===== config.mk =====
export PLATFORM = sky130hd
export DESIGN_NAME = aes_in_block_sched
export DESIGN_NICKNAME = d
export VERILOG_FILES = /design/src/rtl/aes_ctrl_pkg.sv /design/src/rtl/aes_blk_slots.sv /design/src/rtl/aes_in_block_sched.sv
export SDC_FILE = /design/constraint.sdc
export NUM_CORES = 1
export LEC_CHECK = 0
export ABC_AREA = 1
export BUFFER_PORTS_ARGS = -buffer_cell sky130_fd_sc_hd__buf_2
export CAP_MARGIN = 30
export CORE_UTILIZATION = 41
export CTS_BUF_LIST = sky130_fd_sc_hd__clkbuf_2
export DETAILED_ROUTE_END_ITERATION = 12
export SETUP_SLACK_MARGIN = 0.4
export SLEW_MARGIN = 0
export SYNTH_ARGS = -nofsm -noshare
export SYNTH_HDL_FRONTEND = slang
export SYNTH_SLANG_ARGS = --single-unit

===== constraint.sdc =====
create_clock -name clk -period 3.65 [get_ports clk]
set_clock_uncertainty 0.15 [all_clocks]
set_input_delay 0.365 -clock clk [delete_from_list [all_inputs] [get_ports clk]]
set_output_delay 0.365 -clock clk [all_outputs]
set_load 0.01 [all_outputs]

===== src/rtl/aes_ctrl_pkg.sv =====
// Shared types and sizes for the AES input path: byte, beat and block views,
// plus the issue-FSM state encoding.
package aes_ctrl_pkg;

  localparam int NB     = 16;
  localparam int NROWS  = 4;
  localparam int NBEATS = NB / NROWS;
  localparam int IW     = $clog2(NBEATS);

  typedef logic [7:0]            byte_t;
  typedef byte_t [NROWS-1:0]     beat_t;
  typedef byte_t [NB-1:0]        block_t;

  typedef enum logic [1:0] {
    O_IDLE,
    O_ISSUE,
    O_GUARD
  } iss_state_t;

endpackage


===== src/rtl/aes_blk_slots.sv =====
// Block buffer: NSLOT 16-byte slots, written one 4-byte lane per beat and
// zero-filled above the closing beat on commit. Read is addressed by slot.
module aes_blk_slots
  import aes_ctrl_pkg::*;
#(
  parameter int  NSLOT = 2,
  localparam int PW    = $clog2(NSLOT)
) (
  input  logic                   clk,
  input  logic                   i_wr_en,
  input  logic                   i_commit,
  input  logic [PW-1:0]          i_wr_slot,
  input  logic [IW-1:0]          i_beat_idx,
  input  logic [NROWS-1:0][7:0]  i_beat,
  input  logic [PW-1:0]          i_rd_slot,
  output logic [NB-1:0][7:0]     o_rd_block
);

  // Lanes at or below the closing beat keep their data; the rest are padded.
  logic [NBEATS-1:0] w_keep;
  assign w_keep = (NBEATS'(2) << i_beat_idx) - NBEATS'(1);

  genvar gi;
  generate
    for (gi = 0; gi < NBEATS; gi++) begin : g_lane
      localparam logic [IW-1:0] LANE = IW'(gi);
      beat_t r_lane [NSLOT];

      always_ff @(posedge clk) begin
        if (i_wr_en && (i_beat_idx == LANE)) begin
          r_lane[i_wr_slot] <= i_beat;
        end else if (i_commit && !w_keep[gi]) begin
          r_lane[i_wr_slot] <= '0;
        end
      end

      assign o_rd_block[gi*NROWS +: NROWS] = r_lane[i_rd_slot];
    end
  endgenerate

endmodule


===== src/rtl/aes_in_block_sched.sv =====
// Packs 32-bit beats into 16-byte blocks, buffers completed blocks and hands
// them to the AES core with a start pulse under valid/ready back-pressure.
module aes_in_block_sched
  import aes_ctrl_pkg::*;
#(
  parameter int  NSLOT = 2,
  localparam int PW    = $clog2(NSLOT),
  localparam int LW    = $clog2(NSLOT + 1)
) (
  input  logic                  clk,
  input  logic                  resetn,
  input  logic                  s_valid,
  input  logic [NROWS-1:0][7:0] s_data,
  input  logic                  s_last,
  output logic                  s_ready,
  input  logic                  core_ready,
  output logic                  core_start,
  output logic [NB-1:0][7:0]    core_block,
  output logic [15:0]           blk_cnt,
  output logic                  short_blk,
  output logic [LW-1:0]         buf_level
);

  logic          r_run;
  logic [IW-1:0] r_beat_idx;
  logic [PW-1:0] r_wr_ptr;
  logic [PW-1:0] r_rd_ptr;
  logic [LW-1:0] r_level;
  iss_state_t    r_state;
  block_t        r_core_block;
  logic [15:0]   r_blk_cnt;
  logic          r_short;

  logic          w_accept;
  logic          w_commit;
  logic          w_issue;
  iss_state_t    w_next_state;
  block_t        w_rd_block;

  // Ready depends only on registered state, so core_ready never reaches s_ready.
  assign s_ready  = r_run && (r_level < LW'(NSLOT));
  assign w_accept = s_valid && s_ready;
  assign w_commit = w_accept && (s_last || (r_beat_idx == IW'(NBEATS - 1)));

  aes_blk_slots #(
    .NSLOT (NSLOT)
  ) u_slots (
    .clk        (clk),
    .i_wr_en    (w_accept),
    .i_commit   (w_commit),
    .i_wr_slot  (r_wr_ptr),
    .i_beat_idx (r_beat_idx),
    .i_beat     (s_data),
    .i_rd_slot  (r_rd_ptr),
    .o_rd_block (w_rd_block)
  );

  always_comb begin
    w_next_state = r_state;
    w_issue      = 1'b0;
    case (r_state)
      O_IDLE: begin
        if ((r_level != '0) && core_ready) begin
          w_issue      = 1'b1;
          w_next_state = O_ISSUE;
        end
      end
      O_ISSUE: w_next_state = O_GUARD;
      O_GUARD: w_next_state = O_IDLE;
      default: w_next_state = O_IDLE;
    endcase
  end

  always_ff @(posedge clk or negedge resetn) begin
    if (!resetn) begin
      r_run        <= 1'b0;
      r_beat_idx   <= '0;
      r_wr_ptr     <= '0;
      r_rd_ptr     <= '0;
      r_level      <= '0;
      r_state      <= O_IDLE;
      r_core_block <= '0;
      r_blk_cnt    <= '0;
      r_short      <= 1'b0;
    end else begin
      r_run   <= 1'b1;
      r_state <= w_next_state;
      r_short <= w_commit && (r_beat_idx != IW'(NBEATS - 1));

      if (w_commit) begin
        r_beat_idx <= '0;
        r_wr_ptr   <= r_wr_ptr + PW'(1);
      end else if (w_accept) begin
        r_beat_idx <= r_beat_idx + IW'(1);
      end

      if (w_issue) begin
        r_core_block <= w_rd_block;
        r_rd_ptr     <= r_rd_ptr + PW'(1);
        r_blk_cnt    <= r_blk_cnt + 16'd1;
      end

      // A commit and an issue on the same edge cancel in the level count.
      if (w_commit && !w_issue) begin
        r_level <= r_level + LW'(1);
      end else if (w_issue && !w_commit) begin
        r_level <= r_level - LW'(1);
      end
    end
  end

  assign core_start = (r_state == O_ISSUE);
  assign core_block = r_core_block;
  assign blk_cnt    = r_blk_cnt;
  assign short_blk  = r_short;
  assign buf_level  = r_level;

endmodule


==> impl_metrics.csv <==
group,metric,value,unit
cells_and_area,final_core_util,49.8,%
place,dp.final_hpwl,23800,um
critical_path,worstSetupStartpointType,"flip-flop",
power,vdd_drop_max,403,uV
clocking,cts_tree,"done",
floorplanning,core-area,37900,um2
cells_and_area,design_area,18900,um2
timing,slew_violations,0,
floorplanning,die_h,199,um
run,maxCapViolCount,0,
timing,fin_ws,1.03,ns
place,pre_cts_slack,1.03,ns
synthesis,ys_seq_area_share,72.7,%
timing,hold_viol,0,
global_routing,grt_pass1_wl,61100,um
critical_path,worstPathMaxFanout,17,
routing,dr.pass1.iters,5,
routing,drt_iter0_drc,681,
cells_and_area,final_cell_mix,"nor2_1, edfxtp_1, nand2_1",
critical_path,reg2reg_to,"u_slots.g_lane[1].r_lane[0][12]",
hold_path,hp-class,"input port to flip-flop",
critical_path,crit_path_end_kind,"flip-flop",
clocking,cts.clk_slew.worst_paths,0.10,ns
outcome,status,"finished clean",
critical_path,crit_type,"flip-flop to flip-flop",
synthesis,synth_seq_cells,410,
place,routabilityCongestion,0.773,
floorplanning,ioPinCount,186,
clocking,clock_latency,0.97,ns
power,power_density,751,nW/um2
timing,fmax,382,MHz
cells_and_area,drive_gt1_share,23.3,%
power,leakagePower,8.39,nW
clocking,ctsResizeCount,0,
timing,rsz0062_at_grt,"false",
global_routing,overflow,0,
synthesis,yosysTopAreaCell,"edfxtp_1",
cells_and_area,fin_nets,1671,
cells_and_area,final_common_cell,"nor2_1",
cells_and_area,final_cells,2226,
clocking,cts.root.buffer_cell,"clkbuf_2",
global_routing,antenna_found_initial,1,
clocking,cts_inserted_buffers,105,
floorplanning,die_area,39500,um2
critical_path,worstReg2RegStart,"r_beat_idx[0]",
critical_path,reg2reg_depth,6,
global_routing,grt.total_usage,20.8,%
routing,viasPerCell,4.79,
place,portBuffers,185,
global_routing,grt_max_degree,150,
timing,period_minus_slack,2.62,ns
critical_path,arrival,3.07,ns
synthesis,synth_area_per_cell,11.9,um2
critical_path,reg2reg_slack,1.03,ns
synthesis,syn_nets,1373,
critical_path,path_cells,"ha_1 -> nor2_2 -> nor2_4 -> a22oi_1 -> nor2_4 -> buf_4",
timing,worst_pin_slew,0.709,ns
clocking,cts-htree-levels,3,
synthesis,synth_warnings,0,
critical_path,crit_path_start,"r_beat_idx[0]",
critical_path,slowest_delay,0.50,ns
synthesis,ys_top_cells_by_area,"edfxtp_1, dfrtp_1, nor2_1",
critical_path,cp_common_cell,"nor2_4",
timing,maxSlewHeadroom,52.8,%
floorplanning,rows,71,
routing,routedWlPerCell,17.9,um
cells_and_area,syn2layout_area_growth,18.9,%
global_routing,grt_pass1_vias,10600,
synthesis,synth_cells,1329,
clocking,cts.path.max_buffers,3,
floorplanning,initial_core_util,41.9,%
critical_path,slowest_stage,"nor2_4",
routing,drc,0,
floorplanning,die_x,199,um
critical_path,endpoint,"u_slots.g_lane[1].r_lane[0][12]",
clocking,cts.sinks,410,
critical_path,crit_required,4.10,ns
place,placedCellCount,1981,
timing,post-route-period-util,71.7,%
synthesis,synth_top_area_share,48.4,%
routing,vias,10700,
timing,finalSetupViolCount,0,
synthesis,synth_area,15900,um2
synthesis,synth_cell_types,31,
routing,routed_wl,39900,um
routing,drtAntennaViolNets,0,
place,place_area,17400,um2
## Yosys cell counts
cell type / instances
nor3_4: 1
clkbuf_1: 23
edfxtp_1: 256
nand2_1: 223
clkinv_1: 1
buf_6: 11
o21ai_0: 4
inv_2: 1
buf_2: 25
a22oi_1: 1
inv_4: 1
nand3_1: 13
nor2_4: 2
o31ai_1: 128
inv_1: 119
conb_1: 1
nand4_1: 6
o211ai_4: 1
nor2_1: 308
nor2_2: 2
dfrtp_1: 154
ha_1: 7
xnor2_1: 4
buf_1: 5
buf_4: 2
nand2_4: 1
nor3_1: 5
a21oi_1: 4
xor2_1: 9
nand3_4: 2
nand2_2: 9
## layout make-up
type	instances	area, um2
inverters	122	463
multi-input cells	731	3570
well taps	511	639
fillers	3461	19100
diodes	1	2.50
clock buffers	155	776
clock inverters	39	204
repair buffers	257	1670
flip-flops and latches	410	11500
## stage by stage
stage / setup TNS, ns / hold WS (ns) / power, W
final: 0 / 0.119 / 0.0142
after global routing: 0 / 0.0133 / 0.0152
after CTS: 0 / 0.000411 / 0.0144
after detailed placement: 0 / 0.303 / 0.0112
after global placement: 0 / 0.287 / 0.0111
after floorplan: -2.79 / -0.0806 / 0.00936
## what timing repair did
item	in CTS	in global routing
hold endpoints to repair	498	0
buffers inserted	0	0
hold buffers	50	0
## report_power, final
part	internal, W	switching [W]	leakage [nW]	total, W
clock network	0.00128	0.00186	0.742	0.00314
registers	0.00604	0.000638	4.21	0.00668
logic	0.00148	0.00288	3.45	0.00436
total	0.00880	0.00538	8.39	0.0142
## worst min path at each step
stage / start / end / slack [ns] / cells past startpoint
2_1_floorplan: resetn / blk_cnt[0] / -0.08 / 0
3_3_place_gp: r_state[1] / r_state[1] / 0.29 / 1
3_5_place_dp: r_state[1] / r_state[1] / 0.30 / 1
4_1_cts: s_data[1] / u_slots.g_lane[0].r_lane[0][1] / 0.0004 / 2
5_1_grt: s_data[25] / u_slots.g_lane[0].r_lane[0][25] / 0.01 / 2
6_report: s_data[5] / u_slots.g_lane[0].r_lane[0][5] / 0.12 / 2
## worst max-delay path, delay by kind of cell, from the launching register on
kind / cells / cell delay [ns]
DFF: 1 / 0.41
AOI/OAI and AO/OA: 1 / 0.20
and+or+nand+nor: 3 / 0.84
adders and majority gates: 1 / 0.30
buffers and inverters: 1 / 0.37
## logic make-up (layout without fill, tap and decap cells)
kind of cell | after synthesis | count (layout) | share of synthesized area [%]
buf+inv | 188 | 573 | 5.22
other cells | 1 | 2 | 0.0236
fa+ha+maj | 7 | 7 | 0.552
xor+xnor | 13 | 13 | 0.717
simple gates | 572 | 572 | 14.3
flops | 410 | 410 | 72.7
compound gates | 138 | 138 | 6.48
## sequential cells by signal, summed over array words and instances (netlist names), 2 cells and up
signal,cells
buf_level,2
r_beat_idx,2
core_block,128
u_slots.g_lane.r_lane,256
r_state,2
blk_cnt,16
## layer usage
metal	GRT usage (%)	wire length [um]	share of wire, %	up-vias
li1	-	-	-	5116
met1	26.3	17200	43	5184
met2	34.0	19000	48	288
met3	6.38	2800	7.0	74
met4	7.07	916	2.3	0
met5	0	0	0	-
No activity file was read; power rests on OpenSTA's default activity.
